===== src/rtl/dcr_pkg.sv =====
// Shared widths and writeback request type for the register-file writeback path.
package dcr_pkg;

    localparam int DCR_DATA_W = 32;
    localparam int DCR_ADDR_W = 5;
    localparam int DCR_NUM_WB = 2;

    typedef struct packed {
        logic [DCR_ADDR_W-1:0] addr;
        logic [DCR_DATA_W-1:0] data;
    } dcr_wb_t;

endpackage


===== src/rtl/dcr_rr_arb2.sv =====
// Two-way round-robin arbiter with a one-hot grant that follows valid in the same cycle.
module dcr_rr_arb2 (
    input  logic       clk,
    input  logic       rst,
    input  logic [1:0] valid,
    output logic [1:0] grant
);

    // prio names the requester that wins the next contended cycle
    logic prio;

    always_comb begin
        grant = 2'b00;
        if (!rst) begin
            unique case (valid)
                2'b01:   grant = 2'b01;
                2'b10:   grant = 2'b10;
                2'b11:   grant = prio ? 2'b10 : 2'b01;
                default: grant = 2'b00;
            endcase
        end
    end

    // A contended grant always goes to prio, so the loser is simply ~prio
    always_ff @(posedge clk) begin
        if (rst)
            prio <= 1'b0;
        else if (&valid)
            prio <= ~prio;
    end

endmodule


===== src/rtl/dcr_rf_wb_arbiter.sv =====
// Arbitrates ALU and load-unit writebacks onto the register-file write port and
// tracks per-register pending writes reserved at issue.
module dcr_rf_wb_arbiter
    import dcr_pkg::*;
#(
    parameter int DATA_W = DCR_DATA_W,
    parameter int ADDR_W = DCR_ADDR_W
) (
    input  logic                                   clk,
    input  logic                                   rst,
    input  logic [DCR_NUM_WB-1:0]                  req_valid,
    input  logic [DCR_NUM_WB-1:0][ADDR_W-1:0]      req_addr,
    input  logic [DCR_NUM_WB-1:0][DATA_W-1:0]      req_data,
    output logic [DCR_NUM_WB-1:0]                  req_ready,
    output logic                                   rf_wren,
    output logic [ADDR_W-1:0]                      rf_wraddr,
    output logic [DATA_W-1:0]                      rf_wrdata,
    input  logic                                   rsv_en,
    input  logic [ADDR_W-1:0]                      rsv_addr,
    output logic [(2**ADDR_W)-1:0]                 busy
);

    localparam int NREG = 2**ADDR_W;

    logic              xfer;
    logic              sel;
    logic [ADDR_W-1:0] win_addr;
    logic [DATA_W-1:0] win_data;
    logic [NREG-1:0]   busy_q;
    logic [NREG-1:0]   busy_nxt;

    dcr_rr_arb2 u_arb (
        .clk   (clk),
        .rst   (rst),
        .valid (req_valid),
        .grant (req_ready)
    );

    assign xfer     = |req_ready;
    assign sel      = req_ready[1];
    assign win_addr = req_addr[sel];
    assign win_data = req_data[sel];

    // Writes to r0 are consumed but never reach the register file
    always_ff @(posedge clk) begin
        if (rst) begin
            rf_wren   <= 1'b0;
            rf_wraddr <= '0;
            rf_wrdata <= '0;
        end else begin
            rf_wren <= xfer && (win_addr != '0);
            if (xfer) begin
                rf_wraddr <= win_addr;
                rf_wrdata <= win_data;
            end
        end
    end

    // Set is applied after clear so a same-edge reserve keeps the bit high
    always_comb begin
        busy_nxt = busy_q;
        if (rf_wren)
            busy_nxt[rf_wraddr] = 1'b0;
        if (rsv_en)
            busy_nxt[rsv_addr] = 1'b1;
        busy_nxt[0] = 1'b0;
    end

    always_ff @(posedge clk) begin
        if (rst)
            busy_q <= '0;
        else
            busy_q <= busy_nxt;
    end

    assign busy = busy_q;

endmodule

===== config.mk =====
export PLATFORM = sky130hd
export DESIGN_NAME = dcr_rf_wb_arbiter
export DESIGN_NICKNAME = d
export VERILOG_FILES = /design/src/rtl/dcr_pkg.sv /design/src/rtl/dcr_rr_arb2.sv /design/src/rtl/dcr_rf_wb_arbiter.sv
export SDC_FILE = /design/constraint.sdc
export NUM_CORES = 1
export LEC_CHECK = 0
export ABC_AREA = 1
export CAP_MARGIN = 20
export CELL_PAD_IN_SITES_DETAIL_PLACEMENT = 1
export CELL_PAD_IN_SITES_GLOBAL_PLACEMENT = 2
export CORE_MARGIN = 10
export CORE_UTILIZATION = 23
export DETAILED_ROUTE_END_ITERATION = 6
export PLACE_DENSITY = 0.95
export SYNTH_ARGS = -nofsm -noshare
export SYNTH_HDL_FRONTEND = slang
export SYNTH_SLANG_ARGS = --single-unit
export TNS_END_PERCENT = 10

===== constraint.sdc =====
create_clock -name clk -period 3.5 [get_ports clk]
set_input_delay 0.7 -clock clk [delete_from_list [all_inputs] [get_ports clk]]
set_output_delay 0.7 -clock clk [all_outputs]
set_load 0.01 [all_outputs]

After elaboration in Yosys (flattened, before gate mapping)
Index checks and enable logic that the tools add are counted.
Operators by class
  mux-type cells: 13
  equal/unequal tests: 3
  order comparisons: 5
  bitwise gates (word level): 4
  reductions and logical operators: 6
Operators with widths (count)
  two-way mux 32 bit: 4
  bitwise AND 32 bit: 1
  inverter 32 bit: 1
  OR 32 bit: 1
  < comparator 5 x 6 -> 1 bit (second input constant): 2
  demux 1 bit (select 5 bit): 2
  greater-or-equal comparator 5 x 1 -> 1 bit (second input constant): 2
  two-way mux 5 bit: 2
  one-hot mux 2 bit (3 select lines): 1
  nonzero test 5 bit: 1
  equality test 2 bit (second input constant): 2
  two-way mux 2 bit: 2
  logical AND 1 bit: 3
  equality test 2 x 1 -> 1 bit (second input constant): 1
  < comparator 1 x 2 -> 1 bit (second input constant): 1
  two-way mux 1 bit: 2
  AND reduction 2 bit: 1
  OR reduction 2 bit: 1
  inverter 1 bit: 1
Storage, ports and cells
  register bits after elaboration: 71
  output and inout port bits: 72
  word-level logic and storage cells: 37
  bits of input ports: 84

Logic depth before layout (Yosys ltp)
Gate-level depths: netlist of run 1.
  depth after elaboration: 9
  gate-level depth with buffers: 9
  mapped depth without buffers: 8

By module
A second synthesis of run 1 with hierarchy kept.
Second synthesis, totals
  cell total of the unflattened synthesis: 503
  area, all modules: 3203.1 µm²
By module, submodules not included
  dcr_rf_wb_arbiter: cells an instance 492, area each 3141.8 µm², sequential area each 1381.3 µm², times used 1
  dcr_rr_arb2: cells an instance 11, area each 61.3 µm², sequential area each 20.0 µm², times used 1

Least setup slack after synthesis of run 1
No wires, ideal clock.
  kind: input to output
  start: in req_valid[1]
  end: out req_ready[1]
  setup slack: 1.542 ns
  stages on the path: 5
  data arrival time: 1.258 ns
  path buffers: 1
  required time: 2.800 ns
  cells stage by stage: inv_1 > nor2_4 > nand2_2 > inv_2 > buf_2
On the way
  longest elaborated chain between the ends: 3
  elaborated cells between the ends (all ways): 5
  classes of those cells: 3 x eq/ne; 2 x mux
RTL lines
  start, declared: line dcr_rf_wb_arbiter.sv:11  | input logic [DCR_NUM_WB-1:0] req_valid,
  equality test 2 bit / equality test 2 x 1 -> 1 bit (equally long branches): line dcr_rr_arb2.sv:15  | unique case (valid)
  one-hot mux 2 bit (3 select lines) *: line dcr_rr_arb2.sv:15
  two-way mux 2 bit *: line dcr_rr_arb2.sv:14  | if (!rst) begin
  end, declared: line dcr_rf_wb_arbiter.sv:14  | output logic [DCR_NUM_WB-1:0] req_ready,
Mark *: on every way between the ends. The rest lies on a longest branch, timed or not.

Worst setup path in the final report of run 1
  start: in req_valid[0]
  end: out req_ready[0]
Same word-level chain as after synthesis.

==> impl_metrics.py, run 1 <==
metrics = {
    "run_status": {
        "run_status": "finished clean",
    },
    "detailed_routing": {
        "avgViaCountPerCell": 4.69,
        "drc_errors": 0,
        "routed_wl_um": 13000,
        "route.antenna.remaining_nets": 0,
        "detail_route.wl_per_cell_um": 17.3,
        "via_count": 3527,
        "route.met3.wl_um": 1570,
        "route.layer.met1.wl_um": 5380,
        "dr_wl_met2_um": 5870,
        "number_of_optimization_iterations_in_the_first_detailed_route_pass": 4,
        "routed.top_layer": "met4",
        "drt_iter0_markers": 209,
    },
    "final_layout": {
        "nFillCells": 1658,
        "syn2layout_area_growth_pct": 61.1,
        "num_antenna_cells": 0,
        "post_layout_nonfiller_instances": 752,
        "multi_input_comb_area_um2": 1520,
        "nets": 651,
        "fin_area_um2": 5210,
        "regArea_um2": 1400,
        "post_route_cells_drive_above_1_share_pct": 9.97,
    },
    "clocking": {
        "cts_tree": "done",
        "worstSkewPairLatency_ns": 0.34,
        "post_cts_resize_count": 0,
        "postCtsSetupRepairBufs": 0,
        "htreeDepth": 3,
        "cts_inserted_buffers": 9,
        "clock_tree_root": "sky130_fd_sc_hd__clkbuf_16",
        "ctsLongestPathBuffers": 2,
        "worst_setup_hold_path_clk_slew_ns": 0.06,
        "cts_sinks": 70,
        "post_cts_hold_buffer_count": 0,
    },
    "sta": {
        "setup_tns_ns": 0,
        "worst_clock_skew_ns": 0.00975,
        "finalHoldViolCount": 0,
        "pins_over_their_slew_limit": 0,
        "finalCriticalPeriod_ns": 2.85,
        "setup_viol_count_final": 0,
        "fmax_ghz": 0.351,
        "slew_headroom_pct": 42.3,
        "fin_crit_sh_pct": 81.3,
        "setup_repair_after_global_routing_missed_its_margin": "false",
        "max_slew.worst_pin.slew_ns": 0.860,
    },
    "die": {
        "core_footprint_um2": 13800,
        "boundaryPins": 156,
        "floorplan.initialDensity_pct": 23.4,
        "floorplan.rows": 43,
        "die_area_um2": 19200,
        "floorplan.die.width_um": 139,
        "dieHeight_um": 139,
    },
    "pwr": {
        "leakagePower_nw": 2.06,
        "power_density_nw_per_um2": 446,
        "ir_drop_uv": 176,
    },
    "synthesis": {
        "synthesis.area_um2": 3230,
        "most_instantiated_library_cell_after_synthesis": "sky130_fd_sc_hd__nand2_1",
        "yosys.cell_types.count": 24,
        "top_area_cells_in_the_synthesized_netlist": "sky130_fd_sc_hd__dfxtp_1, sky130_fd_sc_hd__nand2_1, sky130_fd_sc_hd__a21oi_1",
        "synth-warning-count": 0,
        "postSynthNetCount": 503,
        "dominantRegCellSynth": "sky130_fd_sc_hd__dfxtp_1",
        "netlist_top_cells_count": "sky130_fd_sc_hd__nand2_1, sky130_fd_sc_hd__dfxtp_1, sky130_fd_sc_hd__a21oi_1",
        "seq_area_frac_synth_pct": 43.4,
        "syn_avg_cell_area_um2": 7.71,
        "synth_cells": 419,
        "synth_area_leader_cell": "sky130_fd_sc_hd__dfxtp_1",
        "synth.top_cell.area_share_pct": 43.4,
        "ys_seq_elements": 70,
        "synth-edff-count": 0,
        "ys_async_rst_share_pct": 0,
    },
    "placement": {
        "placement.cell_area_um2": 4880,
        "globalplace.congestion": 0.816,
        "placement.io_buffers": 154,
        "placedCellCount": 736,
        "dpl.hpwl_um": 10200,
    },
    "worst_setup_path": {
        "setup.worst_path.end_class": "output port",
        "critical_path_class": "primary input to output port",
        "crit_path_max_incr_delay_ns": 0.52,
        "worst_setup_path_start_kind": "primary input",
        "critical_path.slowest_cell": "sky130_fd_sc_hd__clkdlybuf4s50_1",
        "critical_path.cell_chain": "clkdlybuf4s50_1, inv_1, nor3_1, nor3_1, clkdlybuf4s50_1",
        "crit_fanout": 3,
        "cp.arrival_ns": 2.15,
        "critical_path_required_ns": 2.80,
        "worst-r2r-setup-slack_ns": 1.88,
    },
    "global_routing": {
        "track_usage_pct": 13.1,
        "grt_antenna_before_repair": 0,
        "grt_pass1_wl_um": 20300,
        "global_route.overflow_total": 0,
        "number_of_global_route_vias_before_repair": 3746,
        "grt_max_degree": 73,
    },
    "flow_run": {
        "number_of_max_cap_violations": 0,
    },
    "hold_path": {
        "min-delay-path-class": "flip-flop to flip-flop",
    },
}
area by class of cell:
class | count | share of cell area, %
well taps | 180 | 4.33
repair buffers | 159 | 30.3
inverters | 42 | 3.08
multi-input cells | 285 | 29.1
flip-flops and latches | 70 | 26.9
clock buffers | 10 | 4.59
clock inverters | 6 | 1.63
routing by layer:
metal | track usage (%) | vias to the layer above
met3 | 7.29 | 11
met1 | 14.1 | 1659
met2 | 21.0 | 155
met4 | 4.72 | 0
met5 | 0 | -
li1 | - | 1702
sequential cells by signal (all words and copies together) (netlist names):
register and count:
rf_wren 1, u_arb.prio 1, rf_wrdata 32, busy 31
rf_wraddr 5
where the power goes:
| group | total [mW] | internal [mW] | switching, mW |
|---|---|---|---|
| combinational | 0.444 | 0.230 | 0.214 |
| sequential | 0.890 | 0.851 | 0.0391 |
| clock | 0.990 | 0.640 | 0.349 |
| total | 2.32 | 1.72 | 0.602 |
cells in the final DEF, fill, tap and decap left out, types with 5 or more instances in the layout:
cell                              instances
sky130_fd_sc_hd__dfxtp_1                 70
sky130_fd_sc_hd__nand3_1                 17
sky130_fd_sc_hd__nor3_1                  12
sky130_fd_sc_hd__clkdlybuf4s50_1        154
sky130_fd_sc_hd__nand3_2                 12
sky130_fd_sc_hd__inv_1                   39
sky130_fd_sc_hd__a31oi_1                 18
sky130_fd_sc_hd__clkbuf_16                9
sky130_fd_sc_hd__nand2_1                113
sky130_fd_sc_hd__buf_4                    5
sky130_fd_sc_hd__a21oi_1                 52
sky130_fd_sc_hd__o211ai_2                17
sky130_fd_sc_hd__o21ai_0                 31
logic make-up (layout without fill, tap and decap cells):
kind of cell,after synthesis,count (layout),synth area share (%)
AO/OA/AOI/OAI,120,120,23.2
buffers and inverters,64,217,9.72
flip-flops,70,70,43.4
other,1,1,0.116
AND/OR/NAND/NOR,164,164,23.6
worst paths after layout:
kind,start,end,cells after the start
worst max-delay path,req_valid[0],req_ready[0],5
worst min-delay path,busy[3],busy[3],2
worst max register to register,u_arb.prio,rf_wren,9
worst min register to register,busy[3],busy[3],2
critical path: cells and delay by family:
family	cells	cell delay (ns)
buffers and inverters	3	1.12
and+or+nand+nor	2	0.32
per-stage QoR:
| stage | setup WS (ns) | power [mW] | hold slack [ns] | util (%) |
|---|---|---|---|---|
| 3_3_place_gp | 0.675 | 1.35 | 0.463 | 35.3 |
| 4_1_cts | 0.653 | 2.36 | 0.482 | 37.7 |
| 3_5_place_dp | 0.657 | 1.36 | 0.475 | 35.3 |
| 2_1_floorplan | 1.54 | 1.10 | 0.492 | - |
| 6_report | 0.654 | 2.32 | 0.472 | 37.7 |
| 5_1_grt | 0.507 | 2.43 | 0.512 | 37.7 |
No activity file was read; power rests on OpenSTA's default activity.
==> inputs of run 2 (changes only) <==
- CORE_UTILIZATION: 23 -> 19
- PLACE_DENSITY: 0.95 -> 0.86
- clock period: 3.5 -> 2.6 ns (I/O delays scaled with it)
==> run 2 against run 1 <==
Effect of this change: worst setup slack lost 0.48 ns; sequential share of layout area shrank 0.54 points; highest routed layer unchanged; core utilization shrank 5.7 points.
==> impl_metrics.py, run 2 (synthesized netlist as in run 1, its figures left out) <==
metrics = {
    "clocking": {
        "postCtsSetupRepairBufs": 0,
        "cts_sinks": 70,
        "post_cts_resize_count": 0,
        "worstSkewPairLatency_ns": 0.33,
        "post_cts_hold_buffer_count": 0,
        "cts_inserted_buffers": 9,
        "clock_tree_root": "sky130_fd_sc_hd__clkbuf_16",
        "ctsLongestPathBuffers": 2,
        "cts_tree": "done",
        "htreeDepth": 3,
        "worst_setup_hold_path_clk_slew_ns": 0.06,
    },
    "pwr": {
        "p_clk_share_pct": 43.4,
        "ir_drop_uv": 320,
        "netSwitchingFraction_pct": 25.5,
        "power.sequential.fraction_pct": 37.6,
        "share_comb_of_total_power_pct": 18.9,
        "power_density_nw_per_um2": 601,
        "p_switching_mw": 0.815,
        "leakagePower_nw": 2.09,
        "intPower_mw": 2.38,
    },
    "final_layout": {
        "largest_register": "rf_wrdata",
        "syn2layout_area_growth_pct": 64.4,
        "nets": 655,
        "post_route_cells_drive_above_1_share_pct": 10.4,
        "final_common_cell": "sky130_fd_sc_hd__clkdlybuf4s50_1",
        "most-common-layout-cells": "sky130_fd_sc_hd__clkdlybuf4s50_1, sky130_fd_sc_hd__nand2_1, sky130_fd_sc_hd__dfxtp_1",
        "largest_reg_flops": 32,
        "nFillCells": 1967,
        "final_util_pct": 31.9,
    },
    "sta": {
        "fmax_ghz": 0.413,
        "pins_over_their_slew_limit": 0,
        "fin_crit_sh_pct": 93.1,
        "setup_tns_ns": 0,
        "finalCriticalPeriod_ns": 2.42,
        "max_slew.worst_pin.slew_ns": 0.851,
        "setup_repair_after_global_routing_missed_its_margin": "false",
        "setup_viol_count_final": 0,
        "slew_headroom_pct": 43.3,
        "worst_clock_skew_ns": 0.00415,
        "finalHoldViolCount": 0,
    },
    "worst_setup_path": {
        "setup.worst_path.end_class": "output port",
        "cp.arrival_ns": 1.90,
        "critical_path_required_ns": 2.08,
        "worst_setup_path_start_kind": "primary input",
        "crit_fanout": 3,
        "critical_path_class": "primary input to output port",
    },
    "detailed_routing": {
        "via_count": 3523,
        "drc_errors": 0,
        "drt_iter0_markers": 87,
        "detail_route.wl_per_cell_um": 17.1,
        "route.antenna.remaining_nets": 0,
        "routed_wl_um": 13700,
        "number_of_optimization_iterations_in_the_first_detailed_route_pass": 4,
        "avgViaCountPerCell": 4.42,
    },
    "flow_run": {
        "number_of_max_cap_violations": 0,
    },
    "global_routing": {
        "number_of_global_route_vias_before_repair": 3908,
        "grt_pass1_wl_um": 21500,
        "grt_max_degree": 73,
        "track_usage_pct": 12.1,
        "grt_antenna_before_repair": 1,
        "global_route.overflow_total": 0,
    },
    "run_status": {
        "run_status": "finished clean",
    },
    "die": {
        "floorplan.die.width_um": 150,
        "boundaryPins": 156,
        "die_area_um2": 22600,
        "floorplan.rows": 47,
        "dieHeight_um": 150,
        "core_footprint_um2": 16600,
        "floorplan.initialDensity_pct": 19.4,
    },
    "placement": {
        "placement.io_buffers": 154,
        "globalplace.congestion": 0.797,
        "dpl.hpwl_um": 10700,
    },
    "hold_path": {
        "min-delay-path-class": "flip-flop to flip-flop",
    },
}
## run 2: changes by cell type in the layout (fill, tap and decap cells not counted), sizes merged
cell / previous run / this run
buf: 5 / 9
clkbuf: 10 / 13
clkinvlp: 2 / 0
clkinv: 3 / 2
diode: 0 / 1
## run 2: power by group through the flow
stage,Clock [mW],Sequential (mW),Combinational (mW)
floorplan,0,1.24,0.238
global placement,0,1.22,0.604
detailed placement,0,1.22,0.615
CTS,1.44,1.20,0.618
global route,1.49,1.21,0.667
finish,1.39,1.20,0.605
## run 2: path summary, 6_finish.rpt
| check | startpoint | cells after the start | slack [ns] | to |
|---|---|---|---|---|
| max | req_valid[0] | 5 | 0.18 | req_ready[0] |
| min | busy[20] | 2 | 0.48 | busy[20] |
| max reg2reg | u_arb.prio | 9 | 1.05 | rf_wren |
| min reg2reg | busy[20] | 2 | 0.48 | busy[20] |
## run 2: area by class of cell
cell class                      instances  area [um2]  area share, %
Clock inverter                          3        65.1           1.22
Inverter                               42         160           3.01
Sequential cell                        70        1400           26.4
Tap cell                              220         275           5.18
Clock buffer                           13         270           5.09
Timing Repair Buffer                  163        1620           30.5
Antenna cell                            1        2.50         0.0471
Multi-Input combinational cell        285        1520           28.5
## run 2: stage by stage
| stage | setup slack [ns] | std cells | total power [mW] | instance area [um2] | hold WS (ns) |
|---|---|---|---|---|---|
| 6_report | 0.178 | 797 | 3.19 | 5310 | 0.475 |
| 5_1_grt | 0.0766 | 796 | 3.36 | 5310 | 0.514 |
| 4_1_cts | 0.158 | 796 | 3.26 | 5310 | 0.479 |
| 3_5_place_dp | 0.0790 | 780 | 1.84 | 4970 | 0.471 |
| 3_3_place_gp | 0.149 | 780 | 1.82 | 4970 | 0.460 |
| 2_1_floorplan | 1.00 | 419 | 1.48 | 3230 | 0.492 |
## run 2: worst max-delay path, stage by stage
cell	delay, ns
sky130_fd_sc_hd__clkdlybuf4s50_1	0.50
sky130_fd_sc_hd__inv_1	0.10
sky130_fd_sc_hd__nor3_1	0.22
sky130_fd_sc_hd__nor3_1	0.08
sky130_fd_sc_hd__clkdlybuf4s50_1	0.49
## run 2: per-layer routing
metal  track usage, %  part of all wire [%]
met1             13.5                    42
met2             18.3                    43
met3             8.31                    14
met4             3.30                  0.93
met5                0                     0
==> inputs of run 3 (changes only) <==
- MAX_ROUTING_LAYER: default -> met4
==> run 3 against run 2 <==
Effect of this change: core utilization unchanged; sequential cell count unchanged; cell count unchanged; critical path type unchanged; largest cell class unchanged.
==> impl_metrics.py, run 3 (synthesized netlist as in run 1, its figures left out) <==
metrics = {
    "sta": {
        "finalHoldViolCount": 0,
        "fmax_ghz": 0.412,
        "fin_crit_sh_pct": 93.4,
        "pins_over_their_slew_limit": 0,
        "max_slew.worst_pin.slew_ns": 0.854,
        "setup_tns_ns": 0,
        "setup_repair_after_global_routing_missed_its_margin": "false",
        "slew_headroom_pct": 43.1,
        "finalCriticalPeriod_ns": 2.43,
        "setup_viol_count_final": 0,
        "worst_clock_skew_ns": 0.00401,
    },
    "pwr": {
        "totalPowerFinal_mw": 3.19,
        "power_density_nw_per_um2": 601,
        "ir_drop_uv": 322,
        "leakagePower_nw": 2.09,
    },
    "clocking": {
        "ctsLongestPathBuffers": 2,
        "post_cts_hold_buffer_count": 0,
        "worstSkewPairLatency_ns": 0.33,
        "cts_inserted_buffers": 9,
        "clock_tree_root": "sky130_fd_sc_hd__clkbuf_16",
        "cts_sinks": 70,
        "worst_setup_hold_path_clk_slew_ns": 0.06,
        "htreeDepth": 3,
        "cts_tree": "done",
        "post_cts_resize_count": 0,
        "postCtsSetupRepairBufs": 0,
    },
    "final_layout": {
        "largest_register": "rf_wrdata",
        "most-common-layout-cells": "sky130_fd_sc_hd__clkdlybuf4s50_1, sky130_fd_sc_hd__nand2_1, sky130_fd_sc_hd__dfxtp_1",
        "final_common_cell": "sky130_fd_sc_hd__clkdlybuf4s50_1",
        "nets": 655,
        "post_route_cells_drive_above_1_share_pct": 10.4,
        "fin_area_um2": 5310,
        "syn2layout_area_growth_pct": 64.4,
        "largest_reg_flops": 32,
    },
    "worst_setup_path": {
        "worst_setup_path_start_kind": "primary input",
        "critical_path_required_ns": 2.08,
        "crit_fanout": 3,
        "setup.worst_path.end_class": "output port",
        "cp.arrival_ns": 1.91,
        "critical_path_class": "primary input to output port",
    },
    "placement": {
        "globalplace.congestion": 0.808,
        "placement.io_buffers": 154,
        "dpl.hpwl_um": 10700,
        "placement.cell_area_um2": 4970,
    },
    "detailed_routing": {
        "number_of_optimization_iterations_in_the_first_detailed_route_pass": 4,
        "via_count": 3513,
        "drt_iter0_markers": 80,
        "detail_route.wl_per_cell_um": 17.1,
        "drc_errors": 0,
        "route.antenna.remaining_nets": 0,
        "avgViaCountPerCell": 4.41,
        "routed_wl_um": 13600,
    },
    "global_routing": {
        "track_usage_pct": 12.4,
        "number_of_global_route_vias_before_repair": 3930,
        "grt_antenna_before_repair": 1,
        "grt_max_degree": 73,
        "global_route.overflow_total": 0,
        "grt_pass1_wl_um": 21500,
    },
    "die": {
        "core_footprint_um2": 16600,
        "floorplan.die.width_um": 150,
        "boundaryPins": 156,
        "floorplan.initialDensity_pct": 19.4,
        "dieHeight_um": 150,
        "floorplan.rows": 47,
        "die_area_um2": 22600,
    },
    "hold_path": {
        "min-delay-path-class": "flip-flop to flip-flop",
    },
    "flow_run": {
        "number_of_max_cap_violations": 0,
    },
    "run_status": {
        "run_status": "finished clean",
    },
}
## run 3: cell counts in the layout (fill, tap and decap cells not counted)
No cell type changed its count.
## run 3: path summary, 6_finish.rpt
| check | from | endpoint | slack (ns) | depth (start not counted) |
|---|---|---|---|---|
| setup / recovery | req_valid[0] | req_ready[0] | 0.17 | 5 |
| hold / removal | busy[20] | busy[20] | 0.48 | 2 |
| setup reg to reg | u_arb.prio | rf_wren | 1.06 | 9 |
| hold reg to reg | busy[20] | busy[20] | 0.48 | 2 |
## run 3: final cells by class
| cell class | instances | area, um2 |
|---|---|---|
| Sequential cell | 70 | 1400 |
| Clock buffer | 13 | 270 |
| Inverter | 42 | 160 |
| Multi-Input combinational cell | 285 | 1520 |
| Tap cell | 220 | 275 |
| Timing Repair Buffer | 163 | 1620 |
| Clock inverter | 3 | 65.1 |
| Antenna cell | 1 | 2.50 |
| Fill cell | 1967 | 11300 |
## run 3: layer usage
metal / track usage (%) / up-vias / part of all wire [%]
met3: 6.42 / 11 / 12
met4: 4.18 / 0 / 1.1
met5: - / - / 0
li1: - / 1706 / -
met1: 14.4 / 1644 / 44
met2: 18.2 / 152 / 43
## run 3: report_power, final
group	switching [mW]	internal [mW]	total (mW)
sequential	0.0563	1.15	1.20
combinational	0.289	0.316	0.605
clock	0.469	0.917	1.39
## run 3: worst max-delay path, stage by stage
cell and delay (ns):
sky130_fd_sc_hd__clkdlybuf4s50_1 0.44, sky130_fd_sc_hd__inv_1 0.15, sky130_fd_sc_hd__nor3_1 0.08, sky130_fd_sc_hd__nor3_1 0.15, sky130_fd_sc_hd__clkdlybuf4s50_1 0.57
## run 3: metrics by stage
stage / setup WS (ns) / hold WS, ns / instances / utilization, %
global placement: 0.149 / 0.460 / 780 / 29.9
floorplan: 1.00 / 0.492 / 419 / -
global route: 0.0766 / 0.514 / 797 / 31.9
CTS: 0.158 / 0.479 / 796 / 31.9
finish: 0.172 / 0.476 / 797 / 31.9
detailed placement: 0.0790 / 0.471 / 780 / 29.9
